$ cat src/rtl/cakegame_datapath_n.sv
// Datapath for a memory/sequence button game: sequence RAM, play register, timers, score.
// Optional lives counter enabled by defining CAKEGAME_LIVES_EN.
module cakegame_datapath_n #(
    parameter int BTN_W       = 7,
    parameter int DEPTH       = 16,
    parameter int LEVELS      = 4,
    parameter int SHOW_CYC    = 1000,
    parameter int TIMEOUT_CYC = 4000,
    parameter int MAX_POINTS  = 100,
    parameter int LIVES       = 3,
    localparam int AW = $clog2(DEPTH),
    localparam int LW = $clog2(LEVELS)
) (
    input  logic             clock,
    input  logic             reset_n,
    input  logic [BTN_W-1:0] buttons,
    input  logic [LW-1:0]    level,
    input  logic [AW:0]      seq_len,
    input  logic             wr_en,
    input  logic [LW-1:0]    wr_level,
    input  logic [AW-1:0]    wr_addr,
    input  logic [BTN_W-1:0] wr_data,
    input  logic             clear_reg,
    input  logic             enable_reg,
    input  logic             clear_addr,
    input  logic             enable_addr,
    input  logic             clear_show,
    input  logic             enable_show,
    input  logic             enable_timeout,
    input  logic             clear_points,
    input  logic             enable_points,
    input  logic             lose_life,
    input  logic [1:0]       out_sel,
    output logic             end_seq,
    output logic             correct_play,
    output logic             has_play,
    output logic             end_show,
    output logic             half_show,
    output logic             timeout,
    output logic             game_over,
    output logic [BTN_W-1:0] play,
    output logic [6:0]       points,
    output logic [3:0]       lives
);

    localparam int SW = (SHOW_CYC > 2) ? $clog2(SHOW_CYC) : 1;
    localparam int TW = (TIMEOUT_CYC > 2) ? $clog2(TIMEOUT_CYC) : 1;
    localparam logic [SW-1:0] SHOW_LAST = SW'(SHOW_CYC - 1);
    localparam logic [SW-1:0] SHOW_HALF = SW'(SHOW_CYC / 2);
    localparam logic [TW-1:0] TO_LAST   = TW'(TIMEOUT_CYC - 1);
    localparam logic [6:0]    PT_MAX    = 7'(MAX_POINTS);

    logic [BTN_W-1:0] mem [LEVELS*DEPTH];
    logic [BTN_W-1:0] mem_out_q;

    logic [AW-1:0]    addr_q, addr_d;
    logic [AW:0]      last_idx;
    logic [BTN_W-1:0] play_reg_q, play_reg_d;
    logic             btn_any;
    logic             any_q, any_d;
    logic             has_play_q, has_play_d;
    logic [SW-1:0]    show_q, show_d;
    logic [TW-1:0]    to_q, to_d;
    logic [6:0]       points_q, points_d;

    // Sequence RAM: no reset, read registered so a same-edge write returns the old word.
    always_ff @(posedge clock) begin
        if (wr_en) begin
            mem[{wr_level, wr_addr}] <= wr_data;
        end
        mem_out_q <= mem[{level, addr_q}];
    end

    assign btn_any = |buttons;

    always_comb begin
        last_idx = (seq_len == '0) ? (AW+1)'(DEPTH - 1) : (seq_len - 1'b1);
        end_seq  = ({1'b0, addr_q} == last_idx);

        addr_d = addr_q;
        if (clear_addr) begin
            addr_d = '0;
        end else if (enable_addr) begin
            addr_d = end_seq ? '0 : addr_q + 1'b1;
        end

        play_reg_d = play_reg_q;
        if (clear_reg) begin
            play_reg_d = '0;
        end else if (enable_reg) begin
            play_reg_d = buttons;
        end

        // Clearing the history lets a button that is still held count as a new play.
        any_d      = clear_reg ? 1'b0 : btn_any;
        has_play_d = clear_reg ? 1'b0 : (btn_any & ~any_q);

        show_d = show_q;
        if (clear_show) begin
            show_d = '0;
        end else if (enable_show) begin
            show_d = (show_q == SHOW_LAST) ? '0 : show_q + 1'b1;
        end

        to_d = to_q;
        if (!enable_timeout) begin
            to_d = '0;
        end else if (to_q != TO_LAST) begin
            to_d = to_q + 1'b1;
        end

        points_d = points_q;
        if (clear_points) begin
            points_d = '0;
        end else if (enable_points && (points_q != PT_MAX)) begin
            points_d = points_q + 1'b1;
        end
    end

    always_ff @(posedge clock or negedge reset_n) begin
        if (!reset_n) begin
            addr_q     <= '0;
            play_reg_q <= '0;
            any_q      <= 1'b0;
            has_play_q <= 1'b0;
            show_q     <= '0;
            to_q       <= '0;
            points_q   <= '0;
        end else begin
            addr_q     <= addr_d;
            play_reg_q <= play_reg_d;
            any_q      <= any_d;
            has_play_q <= has_play_d;
            show_q     <= show_d;
            to_q       <= to_d;
            points_q   <= points_d;
        end
    end

    assign correct_play = (play_reg_q == mem_out_q);
    assign has_play     = has_play_q;
    assign end_show     = (show_q == SHOW_LAST);
    assign half_show    = (show_q >= SHOW_HALF);
    assign timeout      = (to_q == TO_LAST);
    assign points       = points_q;

    always_comb begin
        play = '0;
        case (out_sel)
            2'd1:    play = mem_out_q;
            2'd2:    play = buttons;
            2'd3:    play = play_reg_q;
            default: play = '0;
        endcase
    end

`ifdef CAKEGAME_LIVES_EN
    localparam logic [3:0] LIVES_INIT = 4'(LIVES);
    logic [3:0] lives_q, lives_d;

    // Reload wins over a simultaneous life loss.
    always_comb begin
        lives_d = lives_q;
        if (clear_points) begin
            lives_d = LIVES_INIT;
        end else if (lose_life && (lives_q != 4'd0)) begin
            lives_d = lives_q - 1'b1;
        end
    end

    always_ff @(posedge clock or negedge reset_n) begin
        if (!reset_n) begin
            lives_q <= LIVES_INIT;
        end else begin
            lives_q <= lives_d;
        end
    end

    assign lives     = lives_q;
    assign game_over = (lives_q == 4'd0);
`else
    logic unused_lose_life;
    assign unused_lose_life = lose_life;
    assign lives     = 4'd0;
    assign game_over = 1'b0;
`endif

endmodule

$ cat config.mk
export PLATFORM = sky130hd
export DESIGN_NAME = cakegame_datapath_n
export DESIGN_NICKNAME = d
export VERILOG_FILES = /design/src/rtl/cakegame_datapath_n.sv
export SDC_FILE = /design/constraint.sdc
export NUM_CORES = 1
export LEC_CHECK = 0
export CAP_MARGIN = 10
export CORE_MARGIN = 1
export CORE_UTILIZATION = 57
export DETAILED_ROUTE_END_ITERATION = 10
export GPL_TIMING_DRIVEN = 0
export PLACE_DENSITY = 0.75
export SYNTH_ARGS = -nofsm -noshare
export SYNTH_HDL_FRONTEND = slang
export SYNTH_SLANG_ARGS = --single-unit
$ cat constraint.sdc
create_clock -name clock -period 4.81 [get_ports clock]
set_clock_uncertainty 0.1 [all_clocks]
set_input_delay 0.7215 -clock clock [delete_from_list [all_inputs] [get_ports clock]]
set_output_delay 0.7215 -clock clock [all_outputs]
set_load 0.005 [all_outputs]
==> results.cfg, run 1 <==
[global_route]
grt_pass1_wl_mm = 65.3
grt_usage_pct = 25.0
grt_max_degree = 60
grt_overflow = 0
grt_pass1_vias = 10700
antenna_found_initial = 1

[yosys]
synth-compound-area-share_pct = 3.55
yosys.area.top_type_share_pct = 66.7
synth.avg_cell_area_um2 = 18.0
yosysMostFrequentCell = edfxtp_1
synth_common_cells = edfxtp_1 (448), nor2_1 (107), mux4_2 (105)
synthXorXnorAreaFrac_pct = 1.11
synthesis.area_um2 = 20200
synth-edff-count = 448
ys_warn_count = 0
synth_cell_types = 54
ys_ff_latch = 497
ys_async_sr_fraction_pct = 8.45
yosys.area_share.simple_pct = 5.92
ys_seq_area_share_pct = 72.6
synth_top_area_cell = edfxtp_1
synthCells = 1121
synth_ff_type = edfxtp_1
synth_top_family_by_area = multiplexers
ys_top_cells_by_area = edfxtp_1 (67%), mux4_2 (12%), dfrtp_1 (5.2%)
synthAdderAreaFrac_pct = 0.434
synth_mux_area_share_pct = 14.5

[clock_tree]
clockBufferDepth = 3
clkSinkCount = 497
cts_hold_buf = 1
cts_tree = built
postCtsSetupBuffers = 0
clock-root-buffer = clkbuf_16
ctsHtreeMaxLevel = 2
ctsResizeCount = 0
path_clk_slew_ns = 0.06
clock_latency_ns = 0.57
numCtsBuffers = 50

[timing]
fin_setup_tns_ns = 0
setup_viol_count_final = 0
hold_viol_final = 0
relSlewSlack_pct = 25.9
final.period_utilization_pct = 86.0
report.final.slew_viol_count = 0
tightest_slew_ns = 1.10
fmax_mhz = 242
rsz0062_at_grt = false
fin_crit_ns = 4.13

[critical_path]
cp.required_ns = 3.99
worstPathArrival_ns = 3.31
crit_chain = clkdlybuf4s50_1, inv_1, ha_1, or4b_1, and3_1, nor4_1, nand3_1, inv_1, clkdlybuf4s50_1
cp-start-kind = input port
crit_type = in -> out
crit_path_top_delay_cell = clkdlybuf4s50_1
slowest_delay_ns = 0.50
path_delay_family = buffers and inverters
crit_path_end_kind = primary output
crit_fanout = 5
cp_num_buf_inv = 4

[routing]
num_vias = 10800
post_drt_wl_per_cell_um = 25.3
final_antenna_net_count = 0
drt-initial-drc-count = 1113
drtPass1Iterations = 5
wirelength_mm = 43.9
viasPerCell = 6.25
route.detailed.drc = 0

[hold_path]
hold_path_class = reg -> reg

[floorplan]
rows = 68
die_x_um = 190
die_area_um2 = 36100
start_util_pct = 58.1
dieHeight_um = 190
design.core.area_um2 = 34700
ioPinCount = 67

[final_layout]
finalInstanceArea_um2 = 23200
area_growth_pct = 14.9
nets = 1284
diodes = 0
stdcell_count = 1731
drive_gt1_share_pct = 19.1
post-route-util_pct = 66.8
nFillCells = 2248

[place]
gp_congestion = 0.854
placed_area_um2 = 21400
io_buffers = 49
dp_hpwl_mm = 28.3
dp_cells = 1637

[job]
drv_cap = 0

[run_status]
status = finished, final reports clean

[power]
power_switching_w = 0.00196
vdd_ir_drop_max_mv = 0.310
cellPowerDensity_nw_per_um2 = 413
p_sw_share_pct = 20.5
leakage_nw = 7.56
pwr-share-comb_pct = 6.2
p_int_w = 0.00760
p_clk_share_pct = 43.9
seqPwrFrac_pct = 50.0
## cell type report
class / instances / area (um^2) / area share, %
sequential: 497 / 14600 / 63.2
multi-input combinational: 553 / 5170 / 22.3
clock buffer: 59 / 1320 / 5.67
timing repair buffer: 58 / 621 / 2.68
tap: 455 / 569 / 2.46
clock inverter: 34 / 482 / 2.08
buffer: 62 / 325 / 1.40
inverter: 13 / 48.8 / 0.211
## final timing paths
check | start | end | slack (ns) | depth (start not counted)
worst max-delay path | seq_len[0] | end_seq | 0.68 | 9
worst min-delay path | any_q | has_play | 0.29 | 1
worst max register to register | addr_q[1] | mem_out_q[1] | 2.06 | 7
worst min register to register | any_q | has_play | 0.29 | 1
max in group asynchronous | reset_n | show_q[9] | 3.71 | 3
min in group asynchronous | reset_n | points[3] | 0.42 | 2
## worst reg2reg max path, cell delays in order, from the launching register on
cell and delay (ns):
dfrtp_1 0.53, clkbuf_1 0.65, nor2_1 0.38, a22oi_1 0.34, nand3_1 0.15, o21ai_0 0.33, a21oi_1 0.08, o21ai_1 0.13
## cells by family after synthesis
group,Yosys count
AO/OA/AOI/OAI,111
multiplexers,159
other,1
flip-flops,497
buffers and inverters,75
XOR/XNOR,24
AND/OR/NAND/NOR,247
adder cells (fa/ha/maj),7
## cells in the final DEF (no fill, tap or decap), types with 8 or more instances in the layout
| cell type | Yosys | layout |
|---|---|---|
| edfxtp_1 | 448 | 448 |
| buf_4 | 14 | 14 |
| buf_12 | 0 | 8 |
| mux2_2 | 18 | 18 |
| clkbuf_1 | 31 | 37 |
| xor2_1 | 14 | 14 |
| o21ai_0 | 19 | 19 |
| a21oi_1 | 23 | 23 |
| nand4_1 | 12 | 12 |
| clkdlybuf4s50_1 | 0 | 41 |
| xnor2_1 | 9 | 9 |
| nand2b_1 | 8 | 8 |
| inv_1 | 13 | 13 |
| mux4_2 | 105 | 105 |
| nor2b_1 | 21 | 21 |
| a211oi_1 | 13 | 13 |
| nor2_1 | 107 | 107 |
| dfrtp_1 | 42 | 42 |
| clkinv_1 | 0 | 12 |
| nand3_1 | 28 | 28 |
| buf_2 | 11 | 19 |
| a22oi_1 | 22 | 22 |
| clkbuf_16 | 0 | 50 |
| and2_1 | 10 | 10 |
| nand2_1 | 29 | 29 |
| mux2i_1 | 36 | 36 |
| bufinv_16 | 0 | 12 |
## layer usage
layer / vias up / wire length [um] / track usage (%)
li1: 4696 / - / -
met1: 5477 / 17600 / 35.8
met2: 536 / 20600 / 38.7
met3: 101 / 4120 / 5.04
met4: 2 / 1490 / 9.12
met5: - / 13 / 0
## metrics by stage
stage / power (W) / hold slack (ns) / worst slack [ns]
2_1_floorplan: 0.00520 / 0.278 / 1.93
3_3_place_gp: 0.00544 / 0.283 / 0.780
3_5_place_dp: 0.00546 / 0.288 / 0.707
4_1_cts: 0.00960 / 0.296 / 0.700
5_1_grt: 0.00982 / 0.317 / 0.451
6_report: 0.00956 / 0.293 / 0.675
## power groups by stage
stage | logic [W] | clock network, W | registers, W
global placement | 0.000565 | 0 | 0.00488
detailed placement | 0.000588 | 0 | 0.00487
global route | 0.000630 | 0.00441 | 0.00478
finish | 0.000589 | 0.00420 | 0.00478
floorplan | 0.000337 | 0 | 0.00486
CTS | 0.000591 | 0.00424 | 0.00478
## state kept, by name, indices dropped and copies added (netlist names)
| name | count |
|---|---|
| to_q | 12 |
| addr_q | 4 |
| show_q | 10 |
| mem | 448 |
| points | 7 |
| any_q | 1 |
| play_reg_q | 7 |
| mem_out_q | 7 |
| has_play | 1 |
Note: power is estimated with default switching activity, not from simulation.
==> inputs of run 2 (changes only) <==
- RECOVER_POWER: default -> 25
==> run 2 against run 1 <==
Net effect: sequential cell count unchanged; highest routed layer unchanged; largest cell class unchanged; the flow now finishes with violations (capacitance limit, slew limit); critical endpoint unchanged; sequential power hardly changed; non-clock buffer count unchanged; clock-buffer cell count unchanged.
==> results.cfg, run 2 (synthesis results as in run 1) <==
[critical_path]
cp.required_ns = 3.99
cp_num_buf_inv = 4
crit_path_end_kind = primary output
ff2ff_setup_slack_ns = 2.04
crit_fanout = 5
worstPathArrival_ns = 3.30
path_delay_family = buffers and inverters
cp-start-kind = input port
slowest_delay_ns = 0.50
crit_chain = clkdlybuf4s50_1, inv_1, ha_1, or4b_1, and3_1, nor4_1, nand3_1, inv_1, clkdlybuf4s50_1
crit_type = in -> out
crit_path_top_delay_cell = clkdlybuf4s50_1

[final_layout]
stdcell_count = 1732
largest_reg_flops = 448
final_common_cell = edfxtp_1
area_growth_pct = 14.5
largest_register = mem
nFillCells = 2257
nets = 1284
reg_top3 = mem (448), to_q (12), show_q (10)
layout_common_cells = edfxtp_1 (448), nor2_1 (107), mux4_2 (105)
drive_gt1_share_pct = 18.2

[floorplan]
die_area_um2 = 36100
design.core.area_um2 = 34700
dieHeight_um = 190
start_util_pct = 58.1
rows = 68
die_x_um = 190
ioPinCount = 67

[place]
dp_cells = 1637
dp_hpwl_mm = 28.3
io_buffers = 49
gp_congestion = 0.854

[clock_tree]
ctsHtreeMaxLevel = 2
clockBufferDepth = 3
postCtsSetupBuffers = 0
clock_latency_ns = 0.58
clkSinkCount = 497
cts_tree = built
clock-root-buffer = clkbuf_16
path_clk_slew_ns = 0.06
numCtsBuffers = 50

[timing]
hold_viol_final = 0
fin_crit_ns = 4.12
relSlewSlack_pct = -69.5
report.final.slew_viol_count = 200
setup_viol_count_final = 0
fmax_mhz = 243
final.period_utilization_pct = 85.6
tightest_slew_ns = 2.54
fin_setup_tns_ns = 0
rsz0062_at_grt = false

[global_route]
top_usage_layer = met2
grt_max_degree = 60
grt_usage_pct = 25.0
antenna_found_initial = 1
grt_util_met2_pct = 38.7
met1_usage_pct = 35.8
grt_overflow = 0
grt_use_met3_pct = 5.04
grt_pass1_wl_mm = 65.3
grt_pass1_vias = 10700

[routing]
route.detailed.drc = 0
post_drt_wl_per_cell_um = 25.4
num_vias = 10800
viasPerCell = 6.25
wirelength_mm = 44.0
drtPass1Iterations = 5
drt-initial-drc-count = 1111
final_antenna_net_count = 0

[power]
cellPowerDensity_nw_per_um2 = 414
vdd_ir_drop_max_mv = 0.310
leakage_nw = 7.50

[run_status]
status = finished, violations left
failed_checks = capacitance limit, slew limit

[job]
drv_cap = 4

[hold_path]
hold_path_class = reg -> reg
## run 2: changes by cell type in the layout (fill, tap and decap cells not counted)
cell      previous run  this run
diode_2              0         1
buf_12               8         4
buf_2               19        11
clkbuf_1            37        49
## run 2: metal layers
layer	vias to the layer above	routed length, um
met3	106	3810
met1	5495	17900
li1	4693	-
met4	2	1460
met2	533	20800
met5	-	13
## run 2: final cells by class
| cell class | count | area (um^2) | share of cell area [%] |
|---|---|---|---|
| clock buffers | 59 | 1320 | 5.69 |
| clock inverters | 34 | 482 | 2.09 |
| flip-flops and latches | 497 | 14600 | 63.4 |
| repair buffers | 58 | 546 | 2.36 |
| diodes | 1 | 2.50 | 0.0108 |
| inverters | 13 | 48.8 | 0.211 |
| well taps | 455 | 569 | 2.46 |
| plain buffers | 62 | 325 | 1.41 |
| multi-input cells | 553 | 5170 | 22.4 |
## run 2: worst register-to-register path, stage by stage (launching register included)
cell	delay (ns)
dfrtp_1	0.52
clkbuf_1	0.65
nor2_1	0.39
a22oi_1	0.28
nand3_1	0.13
o21ai_0	0.32
a21oi_1	0.11
o21ai_1	0.20
## run 2: stage by stage
step / power, W / area, um^2 / utilization (%) / setup slack [ns] / hold slack (ns)
2_1_floorplan: 0.00520 / 20200 / - / 1.93 / 0.278
3_3_place_gp: 0.00544 / 21200 / 61.2 / 0.780 / 0.283
3_5_place_dp: 0.00546 / 21400 / 61.5 / 0.707 / 0.288
4_1_cts: 0.00960 / 23200 / 66.8 / 0.700 / 0.296
5_1_grt: 0.00981 / 23100 / 66.5 / 0.451 / 0.317
6_report: 0.00956 / 23100 / 66.5 / 0.693 / 0.293
## run 2: final timing paths
path                             from           end  cells after the start
setup / recovery           seq_len[0]       end_seq                      9
hold / removal                  any_q      has_play                      1
setup reg to reg            addr_q[1]  mem_out_q[6]                      7
hold reg to reg                 any_q      has_play                      1
max in group asynchronous     reset_n     show_q[9]                      3
min in group asynchronous     reset_n     points[3]                      2
## run 2: repair_timing
| action | in CTS | in global routing |
|---|---|---|
| endpoints found under the hold margin | 6 | 0 |
| hold buffers | 1 | 0 |
| gates resized for setup | 0 | 0 |
## run 2: report_power, final
group | total [W] | internal (W) | switching [W] | leakage, nW
Clock | 0.00420 | 0.00260 | 0.00160 | 0.877
Sequential | 0.00478 | 0.00476 | 0.0000250 | 4.66
Combinational | 0.000581 | 0.000246 | 0.000335 | 1.97
Total | 0.00956 | 0.00760 | 0.00196 | 7.50
==> inputs of run 3 (changes only) <==
==> constraint.sdc (replaced) <==
create_clock -name clock -period 4.81 [get_ports clock]
set_clock_uncertainty 0.1 [all_clocks]
set_input_delay 0.962 -clock clock [delete_from_list [all_inputs] [get_ports clock]]
set_output_delay 0.962 -clock clock [all_outputs]
set_load 0.005 [all_outputs]
==> run 3 against run 2 <==
Net effect: the run still ends with capacitance limit, slew limit left; sequential power is essentially flat; critical endpoint unchanged; combinational power barely moved; critical path type unchanged; die area is the same; cell area about the same; utilization about the same.
==> results.cfg, run 3 (synthesis results as in run 1) <==
[run_status]
status = finished, violations left
failed_checks = capacitance limit, slew limit

[timing]
rsz0062_at_grt = false
hold_viol_final = 0
tightest_slew_ns = 2.52
final.period_utilization_pct = 95.7
fin_setup_tns_ns = 0
fin_crit_ns = 4.60
report.final.slew_viol_count = 147
fmax_mhz = 217
setup_viol_count_final = 0
relSlewSlack_pct = -68.1

[place]
gp_congestion = 0.854
io_buffers = 49
dp_hpwl_mm = 28.3
placed_area_um2 = 21400

[critical_path]
worstPathArrival_ns = 3.54
cp.required_ns = 3.75
timing.rr.start = addr_q[1]
crit_path_top_delay_cell = clkdlybuf4s50_1
cp_num_buf_inv = 4
slowest_delay_ns = 0.50
path_delay_family = buffers and inverters
cp-start-kind = input port
crit_type = in -> out
crit_path_end_kind = primary output
r2r_end = mem_out_q[0]
crit_fanout = 5
crit_chain = clkdlybuf4s50_1, inv_1, ha_1, or4b_1, and3_1, nor4_1, nand3_1, inv_1, clkdlybuf4s50_1
reg2reg_depth = 8
ff2ff_setup_slack_ns = 2.05

[final_layout]
drive_gt1_share_pct = 18.3
final_common_cell = edfxtp_1
layout_common_cells = edfxtp_1 (448), nor2_1 (107), mux4_2 (105)
diodes = 0
largest_register = mem
reg_top3 = mem (448), to_q (12), show_q (10)
area_growth_pct = 14.5
largest_reg_flops = 448
nets = 1283
finalInstanceArea_um2 = 23100

[routing]
post_drt_wl_per_cell_um = 25.4
final_antenna_net_count = 0
route.detailed.drc = 0
drtPass1Iterations = 5
viasPerCell = 6.26
wirelength_mm = 43.9
num_vias = 10800
drt-initial-drc-count = 1059

[floorplan]
die_area_um2 = 36100
die_x_um = 190
dieHeight_um = 190
design.core.area_um2 = 34700
start_util_pct = 58.1
ioPinCount = 67
rows = 68

[clock_tree]
cts_hold_buf = 0
path_clk_slew_ns = 0.06
numCtsBuffers = 50
cts_tree = built
clock-root-buffer = clkbuf_16
clock_latency_ns = 0.58
postCtsSetupBuffers = 0
ctsHtreeMaxLevel = 2
clockBufferDepth = 3
clkSinkCount = 497
ctsResizeCount = 0

[global_route]
grt_usage_pct = 25.0
grt_pass1_vias = 10700
grt_pass1_wl_mm = 65.3
antenna_found_initial = 1
grt_max_degree = 60
grt_overflow = 0

[job]
drv_cap = 3

[power]
cellPowerDensity_nw_per_um2 = 414
vdd_ir_drop_max_mv = 0.310
leakage_nw = 7.51

[hold_path]
hold_path_class = in -> async
-- run 3: worst reg2reg max path: stages (launching register included) --
cell	delay, ns
dfrtp_1	0.52
buf_2	0.38
buf_2	0.37
nor2b_1	0.52
nand2_1	0.12
nand3_1	0.13
o21ai_0	0.11
a21oi_1	0.24
o21ai_1	0.13
-- run 3: final cells by class --
cell class,count,area (um^2)
clock buffer,59,1320
tap,455,569
fill,2257,11600
multi-input combinational,553,5170
clock inverter,34,482
inverter,13,48.8
buffer,62,325
sequential,497,14600
timing repair buffer,57,552
-- run 3: metal layers --
metal	wire, um	vias up	GRT usage (%)
li1	-	4695	-
met1	17700	5486	35.8
met2	20600	544	38.7
met4	1510	2	9.12
met5	13	-	0
met3	4120	103	5.04
-- run 3: how the worst max path moves through the flow --
stage	startpoint	endpoint	slack [ns]	depth (start not counted)
2_1_floorplan	seq_len[0]	end_seq	1.45	7
3_3_place_gp	seq_len[0]	end_seq	0.30	9
3_5_place_dp	seq_len[0]	end_seq	0.23	9
4_1_cts	seq_len[0]	end_seq	0.22	9
5_1_grt	seq_len[0]	end_seq	0.009	9
6_report	seq_len[0]	end_seq	0.21	9
-- run 3: metrics by stage --
step | hold slack (ns) | worst slack [ns] | utilization, % | cells | total power, W
6_report | 0.173 | 0.209 | 66.6 | 1730 | 0.00956
5_1_grt | 0.173 | 0.00914 | 66.6 | 1730 | 0.00981
4_1_cts | 0.111 | 0.219 | 66.7 | 1730 | 0.00960
2_1_floorplan | 0.278 | 1.45 | - | 1125 | 0.00520
3_3_place_gp | 0.283 | 0.299 | 61.2 | 1629 | 0.00544
3_5_place_dp | 0.288 | 0.226 | 61.5 | 1637 | 0.00546
-- run 3: where the power goes --
group	internal, W	leakage (nW)	switching [W]
clock	0.00260	0.877	0.00160
combinational	0.000247	1.97	0.000335
sequential	0.00476	4.66	0.0000251
